File: src/rtl/ysyx_23060025_ex_muldiv_pkg.sv
// ----------------------------------------------------------------------------
// ysyx_23060025_ex_muldiv_pkg
//   Shared definitions for the RV32M multiply/divide unit.
//   - MD_OP_* : 3-bit operation encodings. They follow the RV32M funct3 field,
//     so the decode stage can forward funct3 unchanged.
//   - Helper functions that classify an operation: signedness of each operand,
//     divide-vs-multiply, and remainder-vs-quotient.
//   Optional feature macro used by the unit: YSYX_23060025_FAST_MUL_EN.
// ----------------------------------------------------------------------------
package ysyx_23060025_ex_muldiv_pkg;

    localparam logic [2:0] MD_OP_MUL    = 3'b000;
    localparam logic [2:0] MD_OP_MULH   = 3'b001;
    localparam logic [2:0] MD_OP_MULHSU = 3'b010;
    localparam logic [2:0] MD_OP_MULHU  = 3'b011;
    localparam logic [2:0] MD_OP_DIV    = 3'b100;
    localparam logic [2:0] MD_OP_DIVU   = 3'b101;
    localparam logic [2:0] MD_OP_REM    = 3'b110;
    localparam logic [2:0] MD_OP_REMU   = 3'b111;

    // rs1 is interpreted as signed for MULH, MULHSU, DIV and REM.
    function automatic logic md_src1_signed(input logic [2:0] op);
        return (op == MD_OP_MULH) || (op == MD_OP_MULHSU) ||
               (op == MD_OP_DIV)  || (op == MD_OP_REM);
    endfunction

    // rs2 is interpreted as signed for MULH, DIV and REM (not MULHSU).
    function automatic logic md_src2_signed(input logic [2:0] op);
        return (op == MD_OP_MULH) || (op == MD_OP_DIV) || (op == MD_OP_REM);
    endfunction

    function automatic logic md_is_div(input logic [2:0] op);
        return op[2];
    endfunction

    function automatic logic md_is_rem(input logic [2:0] op);
        return op[2] & op[1];
    endfunction

endpackage

File: src/rtl/ysyx_23060025_ex_muldiv_mul_array.sv
// ----------------------------------------------------------------------------
// ysyx_23060025_mul_array
//   Combinational unsigned W x W -> 2W multiplier used by the single-cycle
//   multiply path. The module only exists when YSYX_23060025_FAST_MUL_EN is
//   defined; otherwise no multiplier array is present in the design.
//   Ports:
//     a_i  in  W    unsigned multiplicand magnitude
//     b_i  in  W    unsigned multiplier magnitude
//     p_o  out 2W   full unsigned product
// ----------------------------------------------------------------------------
`ifdef YSYX_23060025_FAST_MUL_EN
module ysyx_23060025_mul_array #(
    parameter int W = 32
) (
    input  logic [W-1:0]   a_i,
    input  logic [W-1:0]   b_i,
    output logic [2*W-1:0] p_o
);

    assign p_o = {{W{1'b0}}, a_i} * {{W{1'b0}}, b_i};

endmodule
`endif

File: src/rtl/ysyx_23060025_ex_muldiv.sv
// ----------------------------------------------------------------------------
// ysyx_23060025_ex_muldiv
//   Multi-cycle RV32M multiply/divide unit for the execute stage. Handles all
//   eight M-extension operations with a shift-add multiplier and a restoring
//   divider sharing one 2*DATA_LEN working register.
//
//   Handshake: a transfer happens on a rising clock edge where valid and ready
//   are both high. in_ready_o is high only in IDLE; out_valid_o is high only in
//   DONE and the result is held stable until out_ready_i is seen.
//
//   Ports:
//     clock        in   sole clock, posedge
//     reset        in   asynchronous, active-high
//     in_valid_i   in   operation request valid
//     in_ready_o   out  unit can accept (IDLE)
//     op_i         in   MD_OP_* encoding
//     src1_i       in   rs1 (multiplicand / dividend)
//     src2_i       in   rs2 (multiplier / divisor)
//     flush_i      in   abort current operation, wins over accept
//     out_valid_o  out  result valid (registered)
//     out_ready_i  in   consumer accepts result
//     result_o     out  result (registered)
//     busy_o       out  state != IDLE
//
//   Macro: YSYX_23060025_FAST_MUL_EN selects a single-cycle combinational
//   multiplier for MUL/MULH/MULHSU/MULHU; divide stays iterative.
// ----------------------------------------------------------------------------
module ysyx_23060025_ex_muldiv
    import ysyx_23060025_ex_muldiv_pkg::*;
#(
    parameter int DATA_LEN = 32,
    parameter int CNT_W    = $clog2(DATA_LEN) + 1
) (
    input  logic                clock,
    input  logic                reset,
    input  logic                in_valid_i,
    output logic                in_ready_o,
    input  logic [2:0]          op_i,
    input  logic [DATA_LEN-1:0] src1_i,
    input  logic [DATA_LEN-1:0] src2_i,
    input  logic                flush_i,
    output logic                out_valid_o,
    input  logic                out_ready_i,
    output logic [DATA_LEN-1:0] result_o,
    output logic                busy_o
);

    localparam logic [1:0] S_IDLE = 2'd0;
    localparam logic [1:0] S_CALC = 2'd1;
    localparam logic [1:0] S_FIX  = 2'd2;
    localparam logic [1:0] S_DONE = 2'd3;

    localparam logic [CNT_W-1:0]    CNT_ONE   = CNT_W'(1);
    localparam logic [CNT_W-1:0]    LAST_STEP = CNT_W'(DATA_LEN);
    localparam logic [DATA_LEN-1:0] MOST_NEG  = {1'b1, {(DATA_LEN-1){1'b0}}};

    // ------------------------------------------------------------------
    // State
    // ------------------------------------------------------------------
    logic [1:0]            state_q,  state_d;
    logic [CNT_W-1:0]      cnt_q,    cnt_d;
    logic [2:0]            op_q,     op_d;
    logic                  sign1_q,  sign1_d;
    logic                  sign2_q,  sign2_d;
    // opa: multiplicand (mul) or divisor (div); opb: seed for the low half
    logic [DATA_LEN-1:0]   opa_q,    opa_d;
    logic [DATA_LEN-1:0]   opb_q,    opb_d;
    logic [2*DATA_LEN-1:0] prod_q,   prod_d;
    logic [DATA_LEN-1:0]   result_q, result_d;

    // ------------------------------------------------------------------
    // Accept-side decode
    // ------------------------------------------------------------------
    logic                src1_neg, src2_neg;
    logic [DATA_LEN-1:0] src1_mag, src2_mag;
    logic                in_is_div, in_is_rem;
    logic                div_zero, div_ovf;
    logic [DATA_LEN-1:0] special_res;

    assign src1_neg  = md_src1_signed(op_i) & src1_i[DATA_LEN-1];
    assign src2_neg  = md_src2_signed(op_i) & src2_i[DATA_LEN-1];
    // The most-negative value maps to itself, which is the correct unsigned
    // magnitude 2^(DATA_LEN-1).
    assign src1_mag  = src1_neg ? -src1_i : src1_i;
    assign src2_mag  = src2_neg ? -src2_i : src2_i;
    assign in_is_div = md_is_div(op_i);
    assign in_is_rem = md_is_rem(op_i);

    assign div_zero  = (src2_i == '0);
    assign div_ovf   = ((op_i == MD_OP_DIV) || (op_i == MD_OP_REM)) &&
                       (src1_i == MOST_NEG) && (src2_i == '1);

    always_comb begin
        special_res = '0;
        if (div_zero) begin
            special_res = in_is_rem ? src1_i : '1;
        end else begin
            special_res = in_is_rem ? '0 : src1_i;
        end
    end

`ifdef YSYX_23060025_FAST_MUL_EN
    logic [2*DATA_LEN-1:0] fast_prod;
    logic [2*DATA_LEN-1:0] fast_full;
    logic [DATA_LEN-1:0]   fast_res;

    ysyx_23060025_mul_array #(
        .W (DATA_LEN)
    ) u_mul_array (
        .a_i (src1_mag),
        .b_i (src2_mag),
        .p_o (fast_prod)
    );

    assign fast_full = (src1_neg ^ src2_neg) ? -fast_prod : fast_prod;
    assign fast_res  = (op_i == MD_OP_MUL) ? fast_full[DATA_LEN-1:0]
                                           : fast_full[2*DATA_LEN-1:DATA_LEN];
`endif

    // ------------------------------------------------------------------
    // Iteration datapath
    // ------------------------------------------------------------------
    // Multiply: low half holds the remaining multiplier bits, high half the
    // partial sum; add the multiplicand on a set LSB, then shift right with
    // the carry coming in at the top.
    logic [DATA_LEN-1:0]   mul_addend;
    logic [DATA_LEN:0]     mul_sum;
    logic [2*DATA_LEN-1:0] mul_next;

    assign mul_addend = prod_q[0] ? opa_q : {DATA_LEN{1'b0}};
    assign mul_sum    = {1'b0, prod_q[2*DATA_LEN-1:DATA_LEN]} + {1'b0, mul_addend};
    assign mul_next   = {mul_sum, prod_q[DATA_LEN-1:1]};

    // Divide: high half is the partial remainder, low half shifts the
    // dividend out and the quotient bits in.
    logic [DATA_LEN:0]     rem_shift;
    logic [DATA_LEN-1:0]   rem_sub;
    logic                  div_ge;
    logic [2*DATA_LEN-1:0] div_next;

    assign rem_shift = prod_q[2*DATA_LEN-1:DATA_LEN-1];
    assign div_ge    = (rem_shift >= {1'b0, opa_q});
    assign rem_sub   = rem_shift[DATA_LEN-1:0] - opa_q;
    assign div_next  = {(div_ge ? rem_sub : rem_shift[DATA_LEN-1:0]),
                        prod_q[DATA_LEN-2:0], div_ge};

    // ------------------------------------------------------------------
    // Sign fix-up and half selection
    // ------------------------------------------------------------------
    logic [2*DATA_LEN-1:0] mul_full;
    logic [DATA_LEN-1:0]   quo_fix, rem_fix, fix_res;

    assign mul_full = (sign1_q ^ sign2_q) ? -prod_q : prod_q;
    assign quo_fix  = (sign1_q ^ sign2_q) ? -prod_q[DATA_LEN-1:0]
                                          : prod_q[DATA_LEN-1:0];
    assign rem_fix  = sign1_q ? -prod_q[2*DATA_LEN-1:DATA_LEN]
                              : prod_q[2*DATA_LEN-1:DATA_LEN];

    always_comb begin
        fix_res = '0;
        if (md_is_div(op_q)) begin
            fix_res = md_is_rem(op_q) ? rem_fix : quo_fix;
        end else if (op_q == MD_OP_MUL) begin
            fix_res = mul_full[DATA_LEN-1:0];
        end else begin
            fix_res = mul_full[2*DATA_LEN-1:DATA_LEN];
        end
    end

    // ------------------------------------------------------------------
    // FSM
    // ------------------------------------------------------------------
    always_comb begin
        state_d  = state_q;
        cnt_d    = cnt_q;
        op_d     = op_q;
        sign1_d  = sign1_q;
        sign2_d  = sign2_q;
        opa_d    = opa_q;
        opb_d    = opb_q;
        prod_d   = prod_q;
        result_d = result_q;

        case (state_q)
            S_IDLE: begin
                if (in_valid_i && !flush_i) begin
                    op_d    = op_i;
                    sign1_d = src1_neg;
                    sign2_d = src2_neg;
                    opa_d   = in_is_div ? src2_mag : src1_mag;
                    opb_d   = in_is_div ? src1_mag : src2_mag;
                    cnt_d   = '0;
                    if (in_is_div && (div_zero || div_ovf)) begin
                        result_d = special_res;
                        state_d  = S_DONE;
`ifdef YSYX_23060025_FAST_MUL_EN
                    end else if (!in_is_div) begin
                        result_d = fast_res;
                        state_d  = S_DONE;
`endif
                    end else begin
                        state_d = S_CALC;
                    end
                end
            end
            S_CALC: begin
                cnt_d = cnt_q + CNT_ONE;
                // The first CALC cycle seeds the working register; the
                // following DATA_LEN cycles each perform one step.
                if (cnt_q == '0) begin
                    prod_d = {{DATA_LEN{1'b0}}, opb_q};
                end else begin
                    prod_d = md_is_div(op_q) ? div_next : mul_next;
                end
                if (cnt_q == LAST_STEP) begin
                    state_d = S_FIX;
                end
            end
            S_FIX: begin
                result_d = fix_res;
                state_d  = S_DONE;
            end
            S_DONE: begin
                if (out_ready_i) begin
                    state_d = S_IDLE;
                end
            end
            default: begin
                state_d = S_IDLE;
            end
        endcase

        // Flush drops the operation wherever it is; the held result is kept
        // untouched so a flushed FIX cycle cannot alter result_o.
        if (flush_i) begin
            state_d  = S_IDLE;
            result_d = result_q;
        end
    end

    always_ff @(posedge clock or posedge reset) begin
        if (reset) begin
            state_q  <= S_IDLE;
            cnt_q    <= '0;
            op_q     <= MD_OP_MUL;
            sign1_q  <= 1'b0;
            sign2_q  <= 1'b0;
            opa_q    <= '0;
            opb_q    <= '0;
            prod_q   <= '0;
            result_q <= '0;
        end else begin
            state_q  <= state_d;
            cnt_q    <= cnt_d;
            op_q     <= op_d;
            sign1_q  <= sign1_d;
            sign2_q  <= sign2_d;
            opa_q    <= opa_d;
            opb_q    <= opb_d;
            prod_q   <= prod_d;
            result_q <= result_d;
        end
    end

    assign in_ready_o  = (state_q == S_IDLE);
    assign out_valid_o = (state_q == S_DONE);
    assign busy_o      = (state_q != S_IDLE);
    assign result_o    = result_q;

endmodule
File: config.mk
export PLATFORM = sky130hd
export DESIGN_NAME = ysyx_23060025_ex_muldiv
export DESIGN_NICKNAME = d
export VERILOG_FILES = /design/src/rtl/ysyx_23060025_ex_muldiv_pkg.sv /design/src/rtl/ysyx_23060025_ex_muldiv_mul_array.sv /design/src/rtl/ysyx_23060025_ex_muldiv.sv
export SDC_FILE = /design/constraint.sdc
export NUM_CORES = 1
export LEC_CHECK = 0
export ABC_AREA = 1
export BUFFER_PORTS_ARGS = -buffer_cell sky130_fd_sc_hd__buf_2
export CAP_MARGIN = 20
export CORE_AREA = 2 2 194 339
export CTS_CLUSTER_SIZE = 20
export DETAILED_ROUTE_END_ITERATION = 6
export DIE_AREA = 0 0 196 341
export GPL_ROUTABILITY_DRIVEN = 0
export PLACE_DENSITY_LB_ADDON = 0.15
export RECOVER_POWER = 50
export SYNTH_ARGS = -nofsm -noshare
export SYNTH_HDL_FRONTEND = slang
export SYNTH_SLANG_ARGS = --single-unit
export TNS_END_PERCENT = 1
File: constraint.sdc
create_clock -name clock -period 11.7 [get_ports clock]
set_clock_uncertainty 0.2 [all_clocks]
set_input_delay 1.755 -clock clock [delete_from_list [all_inputs] [get_ports clock]]
set_output_delay 1.755 -clock clock [all_outputs]
set_load 0.01 [all_outputs]
**Word-level counts from Yosys, hierarchy flattened**

Index checks and enable logic that the tools add are counted.

- $add $sub $neg: 8
- Magnitude comparators: 1
- Equality and inequality tests: 15
- Mux-type cells: 28
- Bitwise logic cells: 6
- Reductions and logical operators: 23

Operators with widths:

| operator | count |
|---|---|
| $mux 32 | 16 |
| $mux 64 | 3 |
| $neg 32->32 | 4 |
| $eq 32x32->1 const B | 2 |
| $neg 64->64 | 1 |
| $pmux 32 s2 | 1 |
| $add 32x32->33 | 1 |
| $ge 33x32->1 | 1 |
| $logic_not 32->1 | 1 |
| $sub 32x32->32 | 1 |
| $pmux 6 s2 | 1 |
| $mux 2 | 5 |
| $pmux 2 s4 | 1 |
| $logic_or 1x1->1 | 7 |
| $add 6x1->6 const B | 1 |
| $eq 3x3->1 const B | 2 |
| $eq 6x6->1 const B | 1 |
| $logic_not 6->1 | 1 |
| $mux 6 | 1 |
| $reduce_bool 2->1 | 3 |
| $and 1x1->1 | 4 |
| $eq 2x2->1 const B | 2 |
| $logic_and 1x1->1 | 4 |
| $ne 2x1->1 const B | 2 |
| 14 further kinds | 15 |

- Register bits: 173
- Input bits: 72
- Output and inout port bits: 35
- Logic and storage cells: 90

**Depth between registers and ports, before layout**

Gate-level depths: netlist (run 1).

- Word-level depth: 10
- Gate-level depth with buffers: 21
- Mapped depth without buffers: 20

**Worst setup path after synthesis (run 1)**

OpenSTA, ideal clock, no wires.

- Kind: input to register
- From: input src2_i[0]
- To: register result_q[10] (netlist: result_o[10])
- Library setup time: 0.118 ns
- Data arrival time: 3.242 ns
- Required time: 11.382 ns
- Path slack: 8.141 ns
- Stages on the path: 16
- Buffers on the path: 1
- Cells stage by stage: inv_1 ha_1 nand4_2 nor2_2 nand2_2 nor2_4 inv_2 nand2_1 nand2_1 nand2_1 nand2_2 nor2_8 inv_4 buf_6 nand2_1 nand2_1

- Word-level cells in the longest chain between the ends: 6
- Elaborated cells on any way between the ends: 11
- Those cells by class: eq/ne: 2; mux: 4; reduce/logical: 5

RTL lines:

| item | line | text |
|---|---|---|
| start: declaration | ysyx_23060025_ex_muldiv.sv:40 | `input logic [DATA_LEN-1:0] src2_i,` |
| $eq 32x32->1 | ysyx_23060025_ex_muldiv.sv:91 | `(src1_i == MOST_NEG) && (src2_i == '1);` |
| $logic_and 1x1->1 | ysyx_23060025_ex_muldiv.sv:91 |  |
| $logic_or 1x1->1 | ysyx_23060025_ex_muldiv.sv:193 | `if (in_is_div && (div_zero \|\| div_ovf)) begin` |
| $logic_and 1x1->1 | ysyx_23060025_ex_muldiv.sv:193 |  |
| $ne 2x1->1 (no line) | n/a |  |
| $reduce_and 4->1 (no line) | n/a |  |
| end signal: assignment | ysyx_23060025_ex_muldiv.sv:261 | `result_q <= result_d;` |
| end: declaration | ysyx_23060025_ex_muldiv.sv:69 | `logic [DATA_LEN-1:0] result_q, result_d;` |

Several ways; a longest one is shown, not always the timed one. The select of a mux whose other input is x is not followed.
A chain may end at the register's enable or synchronous reset.

**Worst setup path after layout (run 1)**

- From: input flush_i
- To: register cnt_q[5]

- Word-level cells in the longest chain between the ends: 4

RTL lines:

| item | line | text |
|---|---|---|
| start: declaration | ysyx_23060025_ex_muldiv.sv:41 | `input logic flush_i,` |
| $logic_not 1->1 | ysyx_23060025_ex_muldiv.sv:186 | `if (in_valid_i && !flush_i) begin` |
| $logic_and 1x1->1 | ysyx_23060025_ex_muldiv.sv:186 |  |
| $ne 2x1->1 (no line) | n/a |  |
| $reduce_and 2->1 (no line) | n/a |  |
| end signal: assignment | ysyx_23060025_ex_muldiv.sv:254 | `cnt_q <= cnt_d;` |
| end: declaration | ysyx_23060025_ex_muldiv.sv:61 | `logic [CNT_W-1:0] cnt_q, cnt_d;` |

No other way between the ends.

==> flow_metrics.py, run 1 <==
metrics = {
    "cts": {
        "cts_made_buffers": 17,
        "cts_root_buf": "clkbuf_16",
        "cts_buffer_depth": 2,
        "hold_buffers": 0,
        "cts_resized": 0,
        "cts_sinks": 173,
        "clk_pin_slew_ns": 0.09,
        "cts_setup_buffers": 0,
        "cts_tree": "built",
        "clk_latency_ns": 0.48,
        "cts_max_level": 4,
    },
    "synthesis": {
        "synth_top_family_by_area": "simple AND/OR/NAND/NOR gates",
        "ys_types": 50,
        "synthAdderAreaFrac_pct": 5.122,
        "synth_flop_cell": "dfrtp_1",
        "yosys.area.top_type": "dfrtp_1",
        "synth_top_area_share_pct": 22.66,
        "syn-num-nets": 3473,
        "synth_compound_area_share_pct": 14.73,
        "synth_xor_area_share_pct": 3.531,
        "ys_seq_area_share_pct": 22.66,
        "synth_most_common_cell": "nand2_1",
        "synth.avg_cell_area_sq_um": 5.746,
        "synth_edf_count": 0,
        "netlist_top_cells_count": "1128 x nand2_1, 389 x inv_1, 354 x nand3_1",
        "yosysWarnings": 0,
        "synth-seq-cells": 173,
        "synthSimpleGateAreaFrac_pct": 43.08,
        "netlist_area_sq_um": 19100,
        "synth_mux_area_share_pct": 0,
        "async_reset_ff_share_pct": 100.0,
        "synth.area.top_cells": "dfrtp_1 23%, nand2_1 22%, nand3_1 9.3%, inv_1 7.6%, nor2_1 6.8%",
        "synthCells": 3324,
    },
    "route": {
        "ant_nets": 0,
        "firstDrtPassIters": 5,
        "drt-initial-drc-count": 2153,
        "vias_per_cell": 5.454,
        "drc": 0,
        "postRouteWirelength_um": 104300,
        "wl_per_cell_um": 24.91,
        "vias": 22840,
    },
    "status": {
        "violations": "capacitance limit, slew limit",
        "outcome": "finished, violations left",
    },
    "critical_path": {
        "crit_path_max_fanout": 57,
        "worstSetupPathType": "in2reg",
        "arrival_ns": 6.45,
        "critPathCaptureType": "flip-flop",
        "critPathLaunchType": "input pin",
        "worst-endpoint-required_ns": 11.91,
    },
    "worst_hold_path": {
        "hold_path_class": "reg2reg",
    },
    "finish": {
        "syn_to_final_growth_pct": 9.387,
        "drive_gt1_share_pct": 5.279,
        "fin_area_sq_um": 20890,
        "layout.nets": 3508,
    },
    "place": {
        "placed_area_sq_um": 20320,
        "portBuffers": 106,
        "hpwl_um": 84130,
    },
    "sta": {
        "rsz0062_at_grt": "no",
        "fin_crit_ns": 6.242,
        "worst_pin_slew_ns": 4.978,
        "slew_headroom_pct": -233.7,
        "fin_tns_setup_ns": 0,
        "final_max_slew_viol_count": 266,
        "finalSetupViolations": 0,
        "finalHoldViolCount": 0,
        "finalCritPeriodShare_pct": 53.35,
        "fmax_ghz": 0.1602,
    },
    "floorplanning": {
        "dieArea_sq_um": 66840,
        "core-area_sq_um": 64020,
        "initial_core_util_pct": 29.84,
        "fp.dieW_um": 196,
        "ioPinCount": 107,
        "row_count": 123,
        "fp.dieH_um": 341,
    },
    "power": {
        "p_per_area_nw_per_um2": 330.4,
        "peakVddDrop_uv": 198.7,
        "p_sw_uw": 4416,
        "seq_power_share_pct": 20.2,
        "combPwrFrac_pct": 70.4,
        "switching_share_pct": 63.96,
        "p_leak_uw": 0.01032,
        "power_frac_clock_pct": 9.3,
        "p_int_uw": 2488,
    },
    "global_route": {
        "antenna_found_initial": 1,
        "grt_use_total_pct": 31.12,
        "grt_pass1_vias": 22340,
        "grt_pass1_wl_um": 150100,
        "grt_max_degree": 103,
        "grt_overflow": 0,
    },
    "run": {
        "max_cap_violations": 4,
    },
}
[metrics by stage]
step | std cells | hold WS [ns] | setup WS [ns] | util, % | total power, uW
CTS | 4184 | 0.2854 | 7.302 | 32.72 | 6758
global placement | 4152 | 0.2674 | 6.833 | 31.74 | 6109
floorplan | 3324 | 0.2426 | 5.057 | - | 4154
finish | 4187 | 0.2874 | 5.458 | 32.64 | 6904
global route | 4185 | 0.3073 | 4.982 | 32.63 | 7359
detailed placement | 4152 | 0.2603 | 6.804 | 31.74 | 6097
[placed cells by master, fill, tap and decap left out, types with 8 or more instances in the layout]
cell type and count:
clkbuf_1 38, nand4_1 50, o211ai_1 44, a21oi_1 135, buf_2 72, buf_4 21, o21ai_0 206, xor2_1 70
inv_1 387, nand2_1 1128, ha_1 74, nor4_1 8, dfrtp_1 172, nor3_1 36, clkbuf_16 17, nor2_1 347
nand2_2 8, nor2_2 8, inv_2 14, a22oi_1 21, a31oi_1 36, o21ai_1 15, nand3_1 354, o21bai_1 12
or2_2 10
[critical path, stage by stage]
cell and delay (ns):
clkbuf_1 0.12, inv_1 0.08, nand2_1 0.08, nor2_1 0.04, clkbuf_1 0.55, clkinv_1 0.14
clkbuf_1 2.07, o21ai_0 0.77, inv_1 0.18, nor2_1 0.08, nand3_1 0.11, nor2_1 0.07
nand2_1 0.08, o22ai_1 0.07, a21oi_1 0.21
[power by group through the flow]
stage	Sequential (uW)	Clock, uW	Combinational (uW)
final	1400	644	4860
after global routing	1390	669	5300
after floorplan	1090	0	3070
after global placement	1390	0	4720
after CTS	1370	651	4740
after detailed placement	1380	0	4720
[registers in the layout (all words and copies together) (netlist names)]
name,cells
state_q,2
sign1_q,1
sign2_q,1
cnt_q,6
opb_q,32
opa_q,32
prod_q,64
result_o,32
op_q,3
[cells by family after synthesis]
family                     Yosys count
adders and majority gates           77
buffers and inverters              524
xor gates and xnor gates            77
AOI/OAI and AO/OA                  498
DFF                                173
and+or+nand+nor                   1975
[final cells by class]
class,count,area [sq um]
Multi-Input combinational cell,2627,12710
Timing Repair Buffer,131,660.6
Antenna cell,3,7.507
Sequential cell,173,4330
Tap cell,812,1016
Inverter,409,1539
Fill cell,7492,43130
Clock inverter,14,191.4
Clock buffer,18,439.2
[per-layer routing]
metal  share of wire (%)  GRT usage [%]
met1                  33          30.16
met4                  11          28.05
met3                 4.3          3.330
met2                  52          57.75
met5                   0              0
[path summary, 6_finish.rpt]
check	slack (ns)	end	from	cells after the start
max	5.46	cnt_q[5]	flush_i	15
min	0.29	result_o[12]	result_o[12]	2
max reg2reg	5.61	cnt_q[5]	state_q[1]	13
min reg2reg	0.29	result_o[12]	result_o[12]	2
max in group asynchronous	6.03	op_q[2]	reset	3
min in group asynchronous	2.57	result_o[22]	reset	2
Power figures use the tool's default switching activity.
==> run 2: changes to the inputs <==
==> constraint.sdc (replaced) <==
create_clock -name clock -period 6 [get_ports clock]
set_clock_uncertainty 0.2 [all_clocks]
set_input_delay 0.9 -clock clock [delete_from_list [all_inputs] [get_ports clock]]
set_output_delay 0.9 -clock clock [all_outputs]
set_load 0.01 [all_outputs]
==> run 2 against run 1 <==
  * The run ends with DRC, capacitance limit, slew limit left
  * Sequential power grew 84%
  * Sequential share of layout area fell by 0.053 points
  * Combinational power rose by 91%
==> flow_metrics.py, run 2 (synthesized netlist as in run 1, its figures left out) <==
metrics = {
    "floorplanning": {
        "row_count": 123,
        "ioPinCount": 107,
        "initial_core_util_pct": 29.84,
        "core-area_sq_um": 64020,
        "fp.dieH_um": 341,
        "fp.dieW_um": 196,
        "dieArea_sq_um": 66840,
    },
    "finish": {
        "layout_common_cells": "1128 x nand2_1, 387 x inv_1, 354 x nand3_1, 347 x nor2_1, 206 x o21ai_0",
        "utilization_pct": 32.72,
        "ff_latch_area_sq_um": 4330,
        "syn_to_final_growth_pct": 9.669,
        "regMostFlops": "prod_q",
        "layout.nets": 3515,
        "fillers": 7525,
        "largest_reg_flops": 64,
        "multi_input_area_sq_um": 12710,
        "stdcell_count": 4195,
        "drive_gt1_share_pct": 6.096,
        "fin_area_sq_um": 20950,
        "mostFrequentLayoutCell": "nand2_1",
    },
    "worst_hold_path": {
        "worst_hold_path.endpoint": "result_o[11]",
        "hold_path_class": "reg2reg",
        "hold_depth": 2,
        "worstHoldStart": "result_o[11]",
    },
    "route": {
        "ant_nets": 0,
        "drc": 1,
        "vias": 23100,
        "top_layer": "met5",
        "dr_wl_met2_um": 54340,
        "firstDrtPassIters": 7,
        "drt-initial-drc-count": 1767,
        "postRouteWirelength_um": 106600,
        "vias_per_cell": 5.505,
        "wl_met1_um": 34750,
        "wl_per_cell_um": 25.40,
        "met3_length_um": 4432,
    },
    "power": {
        "seq_power_share_pct": 19.7,
        "p_int_uw": 4823,
        "p_leak_uw": 0.01041,
        "switching_share_pct": 62.96,
        "power_frac_clock_pct": 8.9,
        "peakVddDrop_uv": 239.6,
        "p_sw_uw": 8197,
        "p_per_area_nw_per_um2": 621.5,
        "combPwrFrac_pct": 71.4,
    },
    "sta": {
        "rsz0062_at_grt": "no",
        "fin_crit_ns": 4.079,
        "setup_slack_ns": 1.921,
        "slew_headroom_pct": -33.21,
        "worst_pin_slew_ns": 1.987,
        "finalCritPeriodShare_pct": 67.99,
        "finalHoldViolCount": 0,
        "final_max_slew_viol_count": 37,
        "finalSetupViolations": 0,
        "fmax_ghz": 0.2451,
        "fin_tns_setup_ns": 0,
    },
    "global_route": {
        "grt_pass1_wl_um": 154200,
        "grt_pass1_vias": 23360,
        "grt_use_total_pct": 31.87,
        "antenna_found_initial": 6,
        "grt_max_degree": 138,
        "grt_overflow": 0,
    },
    "critical_path": {
        "arrival_ns": 4.25,
        "regToRegSetupSlack_ns": 1.92,
        "critPathBufInv": 2,
        "crit_slowest_cell": "dfrtp_1",
        "crit_path_frequent_cell": "nand2_1",
        "crit_path_max_incr_delay_ns": 0.58,
        "worstSetupPathType": "reg2reg",
        "crit_path_max_fanout": 6,
        "critPathCaptureType": "flip-flop",
        "r2r-end": "prod_q[54]",
        "worstRegToRegCells": 16,
        "r2r-start": "prod_q[31]",
        "critPathTopFamily": "simple AND/OR/NAND/NOR gates",
        "worstPathCellList": "inv_1, ha_1, inv_1, fa_1, nand3_1, nand3_1, nand2_1, nand2_1, nand2_1, nand2_1, nand3_1, nand3b_1, nand3_1, nand3_1, nand2_1, nand2_1",
        "critPathLaunchType": "flip-flop",
        "worst-endpoint-required_ns": 6.17,
    },
    "status": {
        "violations": "DRC, capacitance limit, slew limit",
        "outcome": "finished, violations left",
    },
    "place": {
        "dp_slack_ns": 1.918,
        "dp.cells": 4159,
        "placed_area_sq_um": 20390,
        "hpwl_um": 86090,
        "portBuffers": 106,
    },
    "cts": {
        "cts_root_buf": "clkbuf_16",
        "cts_setup_buffers": 0,
        "cts_buffer_depth": 2,
        "cts_made_buffers": 17,
        "cts_resized": 0,
        "hold_buffers": 0,
        "clk_pin_slew_ns": 0.08,
        "cts_tree": "built",
        "cts_sinks": 173,
        "cts_max_level": 4,
        "clk_latency_ns": 0.48,
    },
    "run": {
        "max_cap_violations": 1,
    },
}
run 2: changes by cell type in the layout (fill, tap and decap cells not counted), moves of 3 or more:
cell / before / now
clkbuf_1: 38 / 18
buf_2: 72 / 89
buf_4: 21 / 30
clkinv_8: 5 / 1
inv_6: 4 / 7
run 2: stage by stage:
stage / total power, uW / hold slack, ns
after global routing: 13990 / 0.3090
after CTS: 12740 / 0.1909
after global placement: 11580 / 0.2610
after detailed placement: 11530 / 0.2647
after floorplan: 8100 / 0.2426
final: 13020 / 0.2856
run 2: how the worst max path moves through the flow:
stage                    start  depth (start not counted)      endpoint  slack (ns)
floorplan                reset                          1      cnt_q[0]        0.21
global placement     src2_i[0]                         16  result_o[16]        1.92
detailed placement   src2_i[0]                         16  result_o[21]        1.92
CTS                 prod_q[34]                         16    prod_q[38]        2.21
global route        prod_q[31]                         16    prod_q[54]        1.79
finish              prod_q[31]                         16    prod_q[54]        1.92
run 2: worst register-to-register path: stages, from the launching register on:
cell	delay (ns)
dfrtp_1	0.58
inv_1	0.45
ha_1	0.23
inv_1	0.11
fa_1	0.48
nand3_1	0.10
nand3_1	0.28
nand2_1	0.16
nand2_1	0.10
nand2_1	0.09
nand2_1	0.18
nand3_1	0.31
nand3b_1	0.30
nand3_1	0.17
nand3_1	0.09
nand2_1	0.09
nand2_1	0.04
run 2: cell type report:
cell class | instances | share of cell area, %
clock buffers | 18 | 2.049
clock inverters | 14 | 0.6750
diodes | 4 | 0.04778
multi-input cells | 2627 | 60.66
well taps | 812 | 4.850
repair buffers | 138 | 3.697
inverters | 409 | 7.347
flip-flops and latches | 173 | 20.67
run 2: power groups by stage:
stage / sequential [uW] / clock, uW / combinational (uW)
floorplan: 2120 / 0 / 5980
global placement: 2550 / 0 / 9020
detailed placement: 2540 / 0 / 8980
CTS: 2530 / 1180 / 9030
global route: 2590 / 1220 / 10200
finish: 2570 / 1160 / 9290
run 2: layer usage:
layer | vias to the layer above | track usage, %
met5 | - | 0
met1 | 10860 | 29.67
met4 | 4 | 32.83
met3 | 443 | 4.042
met2 | 915 | 58.21
li1 | 10880 | -
